--- config.mk ---
export PLATFORM = sky130hd
export DESIGN_NAME = core_if_pf_flat
export DESIGN_NICKNAME = d
export VERILOG_FILES = /design/src/rtl/i2d_core_defines.sv /design/src/rtl/wishbone.sv /design/src/rtl/core_if_fifo.sv /design/src/rtl/core_if_pf.sv /design/src/flat_wrapper.sv
export SDC_FILE = /design/constraint.sdc
export NUM_CORES = 1
export LEC_CHECK = 0
export BUFFER_PORTS_ARGS = -buffer_cell sky130_fd_sc_hd__buf_2
export CELL_PAD_IN_SITES_DETAIL_PLACEMENT = 1
export CELL_PAD_IN_SITES_GLOBAL_PLACEMENT = 2
export CORE_MARGIN = 10
export CORE_UTILIZATION = 38
export DETAILED_ROUTE_END_ITERATION = 8
export PLACE_DENSITY = 0.73
export SLEW_MARGIN = 20
export SYNTH_ARGS = -nofsm -noshare
export SYNTH_HDL_FRONTEND = slang
export SYNTH_SLANG_ARGS = --single-unit
--- constraint.sdc ---
create_clock -name clk -period 4 [get_ports clk]
set_input_delay 0.6 -clock clk [delete_from_list [all_inputs] [get_ports clk]]
set_output_delay 0.6 -clock clk [all_outputs]
set_load 0.005 [all_outputs]
--- src/rtl/i2d_core_defines.sv ---
// rtl/i2d_core_defines.sv - shared i2d core types and constants
package i2d_core_defines;

  typedef logic [31:0] addr_t;
  typedef logic [31:0] instr_t;
  typedef logic [5:0]  opcode_t;

  localparam opcode_t OPCODE_NOP = 6'h3F;
  localparam addr_t   INSTR_STEP = 32'd4;

  // One fetched word together with where it came from and whether the bus faulted
  typedef struct packed {
    addr_t  pc;
    instr_t instr;
    logic   err;
  } if_entry_t;

  function automatic instr_t nop_instr();
    return {OPCODE_NOP, 26'(0)};
  endfunction

endpackage

--- src/rtl/wishbone.sv ---
// rtl/wishbone.sv - pipelined Wishbone read port bundle
interface wishbone;

  logic [31:0] adr;
  logic        cyc;
  logic        stb;
  logic        we;
  logic [3:0]  sel;
  logic        stall;
  logic        ack;
  logic        err;
  logic [31:0] dat_so;

  modport pl_master (
    output adr, cyc, stb, we, sel,
    input  stall, ack, err, dat_so
  );

  modport pl_slave (
    input  adr, cyc, stb, we, sel,
    output stall, ack, err, dat_so
  );

endinterface

--- src/rtl/core_if_fifo.sv ---
// rtl/core_if_fifo.sv - DEPTH-deep prefetch FIFO of fetched entries
module core_if_fifo
  import i2d_core_defines::*;
#(
  parameter int DEPTH = 4
) (
  input  logic                   clk,
  input  logic                   rst,
  input  logic                   push,
  input  logic                   pop,
  input  logic                   flush,
  input  if_entry_t              wr_entry,
  output logic                   full,
  output logic                   empty,
  output logic [$clog2(DEPTH):0] count,
  output if_entry_t              head
);

  localparam int AW = $clog2(DEPTH);

  // Pointers carry one extra bit so equal indices can be told apart as full or empty
  logic [AW:0] wr_ptr;
  logic [AW:0] rd_ptr;
  if_entry_t   mem [DEPTH];
  logic        do_push;
  logic        do_pop;

  // Status, head view and qualified push/pop; flush overrides both
  always_comb begin
    empty   = (wr_ptr == rd_ptr);
    full    = (wr_ptr[AW] != rd_ptr[AW]) && (wr_ptr[AW-1:0] == rd_ptr[AW-1:0]);
    count   = wr_ptr - rd_ptr;
    do_pop  = pop && !flush && !empty;
    do_push = push && !flush && (!full || do_pop);
    head    = mem[rd_ptr[AW-1:0]];
  end

  // Pointer update; a push at full is only taken together with a pop
  always_ff @(posedge clk or negedge rst) begin
    if (!rst) begin
      wr_ptr <= '0;
      rd_ptr <= '0;
    end else if (flush) begin
      wr_ptr <= '0;
      rd_ptr <= '0;
    end else begin
      if (do_push) wr_ptr <= wr_ptr + 1'b1;
      if (do_pop)  rd_ptr <= rd_ptr + 1'b1;
    end
  end

  // Storage write; contents need no reset because the pointers gate visibility
  always_ff @(posedge clk) begin
    if (do_push) mem[wr_ptr[AW-1:0]] <= wr_entry;
  end

endmodule

--- src/rtl/core_if_pf.sv ---
// rtl/core_if_pf.sv - prefetching instruction-fetch stage
module core_if_pf
  import i2d_core_defines::*;
#(
  parameter int    DEPTH           = 4,
  parameter int    MAX_OUTSTANDING = 2,
  parameter addr_t RESET_PC        = 32'h0
) (
  input  logic       clk,
  input  logic       rst,
  wishbone.pl_master bus,
  input  logic       if_halt,
  input  logic       set_pc,
  input  addr_t      new_pc,
  input  logic       id_ready,
  output logic       if_valid,
  output addr_t      if_pc,
  output instr_t     if_instr,
  output logic       if_err
);

  localparam int CW = $clog2(MAX_OUTSTANDING + 1);
  localparam int PW = $clog2(DEPTH) + 1;

  addr_t          fpc;
  addr_t          rpc;
  logic [CW-1:0]  inflight;
  logic [CW-1:0]  inflight_nxt;
  logic [CW-1:0]  discard;
  logic           err_lock;

  logic           stb;
  logic           accept;
  logic           resp;
  logic           below_max;
  logic           slot_free;

  logic           fifo_push;
  logic           fifo_pop;
  logic           fifo_full;
  logic           fifo_empty;
  logic [PW-1:0]  fifo_count;
  if_entry_t      fifo_head;
  if_entry_t      push_entry;

  // Offer a request only when its response already has a reserved FIFO slot
  always_comb begin
    below_max = 32'(inflight) < MAX_OUTSTANDING;
    slot_free = (32'(fifo_count) + 32'(inflight)) < DEPTH;
    stb       = rst && !if_halt && !set_pc && !err_lock && below_max && slot_free;
    accept    = stb && !bus.stall;
    resp      = bus.ack || bus.err;
  end

  // Outstanding count; an accept and a response in the same cycle cancel out
  always_comb begin
    inflight_nxt = inflight;
    if (accept && !resp) begin
      inflight_nxt = inflight + CW'(1);
    end else if (!accept && resp && inflight != '0) begin
      inflight_nxt = inflight - CW'(1);
    end
  end

  assign bus.stb = stb;
  assign bus.cyc = stb || (inflight != '0);
  assign bus.we  = 1'b0;
  assign bus.sel = 4'b1111;
  assign bus.adr = fpc;

  // Responses owed to pre-redirect requests, or arriving with a redirect, are dropped
  always_comb begin
    fifo_pop   = if_valid && id_ready && !set_pc;
    fifo_push  = resp && (discard == '0) && !set_pc && (!fifo_full || fifo_pop);
    push_entry = '{pc: rpc, instr: bus.dat_so, err: bus.err};
  end

  // Fetch address, response address, request accounting and error lock
  always_ff @(posedge clk or negedge rst) begin
    if (!rst) begin
      fpc      <= RESET_PC;
      rpc      <= RESET_PC;
      inflight <= '0;
      discard  <= '0;
      err_lock <= 1'b0;
    end else begin
      inflight <= inflight_nxt;
      if (set_pc) begin
        fpc      <= new_pc;
        rpc      <= new_pc;
        err_lock <= 1'b0;
        discard  <= inflight_nxt;
      end else begin
        if (accept)                 fpc      <= fpc + INSTR_STEP;
        if (fifo_push)              rpc      <= rpc + INSTR_STEP;
        if (resp && discard != '0)  discard  <= discard - CW'(1);
        if (fifo_push && bus.err)   err_lock <= 1'b1;
      end
    end
  end

  core_if_fifo #(
    .DEPTH (DEPTH)
  ) u_fifo (
    .clk      (clk),
    .rst      (rst),
    .push     (fifo_push),
    .pop      (fifo_pop),
    .flush    (set_pc),
    .wr_entry (push_entry),
    .full     (fifo_full),
    .empty    (fifo_empty),
    .count    (fifo_count),
    .head     (fifo_head)
  );

  // Decode-side view; NOP and zeroes whenever nothing is presented
  always_comb begin
    if_valid = !fifo_empty && !if_halt;
    if_pc    = '0;
    if_instr = nop_instr();
    if_err   = 1'b0;
    if (if_valid) begin
      if_pc    = fifo_head.pc;
      if_instr = fifo_head.instr;
      if_err   = fifo_head.err;
    end
  end

endmodule

--- src/flat_wrapper.sv ---
// flat-port wrapper written by rule: the top's interface ports become plain ports
module core_if_pf_flat import i2d_core_defines::*;
#(
  parameter int    DEPTH           = 4,
  parameter int    MAX_OUTSTANDING = 2,
  parameter addr_t RESET_PC        = 32'h0
)
  (clk, rst, if_halt, set_pc, new_pc, id_ready, if_valid, if_pc, if_instr, if_err, bus_adr, bus_cyc, bus_stb, bus_we, bus_sel, bus_stall, bus_ack, bus_err, bus_dat_so);
  wishbone bus_i ();
  input  logic clk;
  input  logic rst;
  input  logic if_halt;
  input  logic set_pc;
  input  addr_t new_pc;
  input  logic id_ready;
  output logic if_valid;
  output addr_t if_pc;
  output instr_t if_instr;
  output logic if_err;
  output wire logic [$bits(bus_i.adr)-1:0] bus_adr;
  output wire logic [$bits(bus_i.cyc)-1:0] bus_cyc;
  output wire logic [$bits(bus_i.stb)-1:0] bus_stb;
  output wire logic [$bits(bus_i.we)-1:0] bus_we;
  output wire logic [$bits(bus_i.sel)-1:0] bus_sel;
  input wire logic [$bits(bus_i.stall)-1:0] bus_stall;
  input wire logic [$bits(bus_i.ack)-1:0] bus_ack;
  input wire logic [$bits(bus_i.err)-1:0] bus_err;
  input wire logic [$bits(bus_i.dat_so)-1:0] bus_dat_so;
  assign bus_adr = bus_i.adr;
  assign bus_cyc = bus_i.cyc;
  assign bus_stb = bus_i.stb;
  assign bus_we = bus_i.we;
  assign bus_sel = bus_i.sel;
  assign bus_i.stall = bus_stall;
  assign bus_i.ack = bus_ack;
  assign bus_i.err = bus_err;
  assign bus_i.dat_so = bus_dat_so;
  core_if_pf #(.DEPTH(DEPTH), .MAX_OUTSTANDING(MAX_OUTSTANDING), .RESET_PC(RESET_PC)) u_core (.clk(clk), .rst(rst), .bus(bus_i), .if_halt(if_halt), .set_pc(set_pc), .new_pc(new_pc), .id_ready(id_ready), .if_valid(if_valid), .if_pc(if_pc), .if_instr(if_instr), .if_err(if_err));
endmodule
==> flow_summary.ini, run 1 <==
[drt]
dr_wl_met2_um = 17100
drt_first_iter_violations = 443
dr_wl_met3_um = 2310
dr_total_vias = 8485
viasPerCell = 5.33
wirelength_um = 35900
routedWlPerCell_um = 22.6
wl_met1_um = 16100
drc_errors = 0
dr.pass1.iters = 4
ant_nets = 0
top_layer = met4

[synthesis]
avgSynthCellArea_um2 = 15.6
ys_ff_latch = 335
ys.flop_type = edfxtp_1
synth_cells = 910
synth-warning-count = 0
synthArstFlopShare_pct = 22.4
yosysSeqAreaShare_pct = 68.4
synth_edf_count = 260
synth_cell_type_count = 56
syn_area_um2 = 14200

[clock_tree]
ctsLongestPathBuffers = 3
path_clk_slew_ns = 0.06
cts_tree = done
cts_hold_buf = 0
post_cts_buffers = 0
htree_levels = 2
clkSinkCount = 335
worstSkewPairLatency_ns = 0.52
cts_made_buffers = 38
root_buffer = clkbuf_16

[floorplanning]
start_util_pct = 38.6
die_y_um = 213
coreArea_um2 = 36700
die_x_um = 213
io-pin-count = 177
rows = 70
die-area_um2 = 45400

[placed_design]
placed_area_um2 = 15700
gp_congestion = 0.764
io_buffers = 171
dp_hpwl_um = 23100
dp_cells = 1523
detailedPlace.worstSlack_ns = 0.620

[finish]
layout.nets = 1180
postLayoutCellArea_um2 = 16900
final_cells = 1591
antenna_cells = 0
syn_to_final_growth_pct = 19.5
layout-drive-gt1-share_pct = 29.3
fin_util_pct = 46.1

[pwr]
peakVddDrop_mv = 0.236
p_leak_nw = 6.16
power_density_nw_per_um2 = 552

[sta]
clock.fmax_mhz = 272
rsz0062_at_grt = no
fin_setup_tns_ns = 0
skew_ns = 0.0162
hold_viol = 0
setup_viol_count_final = 0
fin_crit_ns = 3.67
finalWorstSetupSlack_ns = 0.329
max_slew_margin_pct = 26.4
slew_violations = 0
fin_crit_sh_pct = 91.8
tightest_slew_ns = 1.10

[grt]
grt_pass1_vias = 9391
grt_max_degree = 70
grt_pass1_wl_um = 55900
antenna_found_initial = 0
grtUsageTotal_pct = 15.9
grt_overflow = 0

[critical_path]
critPathKind = reg2out
slowest_delay_ns = 0.49
cp_top_family = adder cells
worst-r2r-cell-count = 10
critPathCaptureType = output pin
cp.required_ns = 3.40
crit_chain = inv_1 > ha_1 > inv_1 > fa_1 > ha_1 > and3b_1 > or4_4 > o21ai_0 > buf_2
rr_startpoint = u_core.u_fifo.wr_ptr[0]
cp_slowest_cell = fa_1
crit_fanout = 5
rr_endpoint = u_core.bus.adr[20]
cp.arrival_ns = 3.07
cp_num_buf_inv = 3
cp-start-kind = flop
r2r_slack_ns = 0.61

[worst_hold_path]
hold_path_class = in2async

[outcome]
status = finished, final reports clean

[flow_run]
cap_viol_max_count = 0
==> cell families (layout without fill, tap and decap cells) <==
logic type      count (synthesis)  after routing  share of synthesized area, %
xor+xnor                       23             23                          1.52
other cells                     2              5                        0.0530
flops                         335            335                          68.4
simple gates                  277            277                          10.6
mux                            71             71                          10.8
compound gates                113            113                          5.25
buf+inv                        76            286                          2.21
fa+ha+maj                      13             13                          1.20
==> where the power goes <==
group          switching (mW)  total (mW)  internal [mW]
logic                   0.819        1.50          0.683
registers               0.218        4.31           4.09
clock network            1.35        3.52           2.17
==> cells in the mapped netlist (2+ instances only) <==
cell,count,area (um^2)
a21oi_1,13,65.1
a311o_1,5,50.1
a31oi_1,7,43.8
and2_1,70,438
and3_1,12,75.1
and4_1,6,52.6
buf_1,9,33.8
buf_4,5,37.5
clkbuf_1,33,124
conb_1,2,7.51
dfrtp_1,75,1880
edfxtp_1,260,7810
ha_1,12,150
inv_1,26,97.6
mux2_2,3,33.8
mux2i_1,2,20.0
mux4_2,65,1460
nand2_1,65,244
nand2b_1,6,37.5
nand3_1,41,205
nand3b_1,3,22.5
nand4_1,22,138
nor2_1,20,75.1
nor2b_1,2,12.5
nor3_1,10,50.1
nor4_1,6,37.5
o211ai_1,20,150
o21ai_0,41,205
o21ai_1,2,10.0
o311ai_0,7,61.3
o311ai_1,7,61.3
o31a_1,3,26.3
o31ai_1,2,15.0
or2_2,2,12.5
or3_1,5,31.3
xnor2_1,11,96.3
xor2_1,11,96.3
==> how the worst max path moves through the flow <==
stage / slack [ns] / end / startpoint / depth (start not counted)
6_report: 0.33 / bus_cyc / u_core.u_fifo.wr_ptr[0] / 9
5_1_grt: 0.12 / bus_cyc / u_core.u_fifo.wr_ptr[0] / 9
4_1_cts: 0.13 / if_pc[4] / u_core.u_fifo.rd_ptr[0] / 5
3_5_place_dp: 0.62 / u_core.bus.adr[20] / u_core.u_fifo.wr_ptr[0] / 10
3_3_place_gp: 0.61 / u_core.bus.adr[20] / u_core.u_fifo.wr_ptr[0] / 10
2_1_floorplan: 0.18 / u_core.u_fifo.mem[3][0] / u_core.u_fifo.rd_ptr[1] / 7
==> through the flow <==
stage	power (mW)	hold slack (ns)
2_1_floorplan	5.23	0.304
3_3_place_gp	5.90	0.499
3_5_place_dp	5.94	0.503
4_1_cts	9.50	0.216
5_1_grt	9.82	0.215
6_report	9.34	0.197
==> cells in the final DEF, fill, tap and decap left out, drive strengths merged, types with 7 or more instances in the layout <==
master / n
a21oi: 13
a31oi: 7
and2: 71
and3: 12
buf: 191
clkbuf: 46
clkinv: 15
dfrtp: 75
edfxtp: 260
ha: 12
inv: 28
mux4: 65
nand2: 65
nand3: 41
nand4: 22
nor2: 20
nor3: 11
o211ai: 20
o21ai: 43
o311ai: 14
xnor2: 11
xor2: 11
==> repair_timing <==
item                                    4_1_cts  5_1_grt
endpoints found under the hold margin         0        0
resized for setup                             0        1
endpoints found under the setup margin        0       15
==> routing by layer <==
layer	up-vias	track usage (%)
li1	3884	-
met1	4367	22.0
met2	198	25.5
met3	36	3.24
met4	0	3.05
met5	-	0
==> cell type report <==
cell class                      instances  area (um^2)
Tap cell                              468          586
Sequential cell                       335         9690
Clock buffer                           46         1000
Clock inverter                         22          260
Timing Repair Buffer                  191         1070
Inverter                               27          101
Multi-Input combinational cell        502         4210
Fill cell                            3705        19800
==> registers in the layout (all words and copies together), names as in the netlist <==
name,flops
u_core.u_fifo.mem,260
u_core.bus.adr,32
u_core.u_fifo.rd_ptr,3
u_core.inflight,2
u_core.rpc,32
u_core.u_fifo.wr_ptr,3
u_core.discard,2
u_core.err_lock,1
Power figures use the tool's default switching activity.
==> inputs of run 2 (changes only) <==
--- a/config.mk
+++ b/config.mk
@@ -7,3 +7,2 @@
 export LEC_CHECK = 0
-export BUFFER_PORTS_ARGS = -buffer_cell sky130_fd_sc_hd__buf_2
 export CELL_PAD_IN_SITES_DETAIL_PLACEMENT = 1
@@ -11,5 +10,6 @@
 export CORE_MARGIN = 10
-export CORE_UTILIZATION = 38
+export CORE_UTILIZATION = 41
 export DETAILED_ROUTE_END_ITERATION = 8
-export PLACE_DENSITY = 0.73
+export DONT_BUFFER_PORTS = 1
+export PLACE_DENSITY = 0.72
 export SLEW_MARGIN = 20
==> constraint.sdc (replaced) <==
create_clock -name clk -period 4 [get_ports clk]
set_input_delay 1.2 -clock clk [delete_from_list [all_inputs] [get_ports clk]]
set_output_delay 1.2 -clock clk [all_outputs]
set_load 0.005 [all_outputs]
==> run 2 against run 1 <==
The flow now finishes with violations (negative setup slack); fmax is 9.4% lower; clock skew is 0.0016 ns higher; sequential power hardly changed; core utilization is 0.69 points higher; register-to-register slack hardly changed; first-iteration DRC count is 18% lower; hold slack better by 0.18 ns; clock power is 5% lower; largest power group unchanged.
==> flow_summary.ini, run 2 (synthesis gave the netlist of run 1 again) <==
[outcome]
status = complete, but fails checks
violations = negative setup slack

[finish]
largest_reg_flops = 260
layout-drive-gt1-share_pct = 17.1
postLayoutCellArea_um2 = 16000
final_cell_mix = 260 x edfxtp_1, 73 x dfrtp_1, 66 x and2_1, 65 x mux4_2, 65 x nand2_1
layout.nets = 1012
fillCellCount = 3298
syn_to_final_growth_pct = 13.3
fin_util_pct = 46.8
final_common_cell = edfxtp_1
antenna_cells = 0

[sta]
clock.fmax_mhz = 247
setup_viol_count_final = 2
slew_violations = 0
fin_crit_sh_pct = 101
rsz0062_at_grt = yes
fin_crit_ns = 4.05
finalWorstSetupSlack_ns = -0.0501
tightest_slew_ns = 1.05
skew_ns = 0.0177
hold_viol = 0
max_slew_margin_pct = 30.3

[drt]
dr.pass1.iters = 4
ant_nets = 0
wirelength_um = 34700
dr_wl_met3_um = 2380
dr_wl_met2_um = 16400
dr_total_vias = 7873
top_layer = met4
drc_errors = 0
wl_met1_um = 15400
viasPerCell = 5.58
routedWlPerCell_um = 24.6
drt_first_iter_violations = 364

[clock_tree]
cts_tree = done
root_buffer = clkbuf_16
cts_hold_buf = 0
worstSkewPairLatency_ns = 0.52
htree_levels = 2
cts_made_buffers = 38
ctsLongestPathBuffers = 3
clkSinkCount = 335
path_clk_slew_ns = 0.06

[floorplanning]
die_y_um = 206
die_x_um = 206
coreArea_um2 = 34300
die-area_um2 = 42400
io-pin-count = 177
start_util_pct = 41.3
rows = 68

[critical_path]
crit_fanout = 4
cp.arrival_ns = 2.85
cp.required_ns = 2.80
cp-start-kind = flop
critPathCaptureType = output pin
r2r_slack_ns = 0.61
critPathKind = reg2out

[placed_design]
placed_area_um2 = 14800
io_buffers = 0
dp_hpwl_um = 22600
gp_congestion = 0.759

[grt]
antenna_found_initial = 0
grt_pass1_vias = 8614
grt_max_degree = 77
grtUsageTotal_pct = 16.4
grt_pass1_wl_um = 53700
grt_overflow = 0

[pwr]
peakVddDrop_mv = 0.268
power_density_nw_per_um2 = 559
p_leak_nw = 5.37

[flow_run]
cap_viol_max_count = 0

[worst_hold_path]
hold_path_class = in2async
## run 2: cell types whose count changed in the layout (fill, tap and decap cells not counted), sizes merged
cell / delta
clkinv: -1
clkbuf: +5
inv: -1
clkinvlp: +1
buf: -168
bufinv: -4
## run 2: final timing paths
kind / start / endpoint / depth (start not counted)
setup / recovery: u_core.u_fifo.wr_ptr[0] / bus_cyc / 9
setup reg to reg: u_core.u_fifo.wr_ptr[0] / u_core.discard[0] / 11
min in group clk: u_core.err_lock / u_core.err_lock / 1
max in group asynchronous: rst / u_core.u_fifo.rd_ptr[0] / 0
hold reg to reg: u_core.err_lock / u_core.err_lock / 1
hold / removal: rst / u_core.bus.adr[23] / 0
## run 2: cell type report
type / instances / area [um^2] / area share [%]
Sequential cell: 335 / 9690 / 60.4
Multi-Input combinational cell: 502 / 4240 / 26.4
Clock buffer: 51 / 1060 / 6.63
Tap cell: 455 / 569 / 3.55
Timing Repair Buffer: 23 / 251 / 1.57
Clock inverter: 17 / 136 / 0.850
Inverter: 27 / 101 / 0.631
## run 2: timing repair
action | CTS | global route
setup buffers | 1 | 4
endpoints found under the setup margin | 2 | 2
pin swaps | 0 | 1
gates resized for setup | 4 | 6
## run 2: metrics by stage
| step | setup TNS (ns) | power (mW) | instances | worst slack [ns] | hold slack, ns |
|---|---|---|---|---|---|
| CTS | -0.0821 | 9.10 | 1406 | -0.0821 | 0.360 |
| finish | -0.0896 | 8.97 | 1410 | -0.0501 | 0.379 |
| global route | -0.310 | 9.41 | 1410 | -0.169 | 0.354 |
| floorplan | 0 | 5.23 | 913 | 0.130 | 0.474 |
| detailed placement | 0 | 5.71 | 1337 | 0.212 | 0.509 |
| global placement | 0 | 5.67 | 1337 | 0.200 | 0.496 |
## run 2: per-layer routing
metal,global-route usage (%),up-vias
li1,-,3558
met5,0,-
met1,21.7,4085
met2,26.5,190
met3,4.58,40
met4,3.18,0
## run 2: critical path: stages (launching register included)
cell and delay [ns]:
dfrtp_1 0.38, inv_2 0.09, ha_4 0.13, inv_2 0.03, fa_1 0.49, ha_1 0.29, and3b_2 0.20, or4_4 0.46
o21ai_2 0.13, buf_4 0.12
## run 2: report_power, final
part           total, mW  internal (mW)  switching [mW]
Combinational       1.31          0.581           0.730
Sequential          4.32           4.10           0.226
Clock               3.34           1.99            1.34
Total               8.97           6.67            2.30
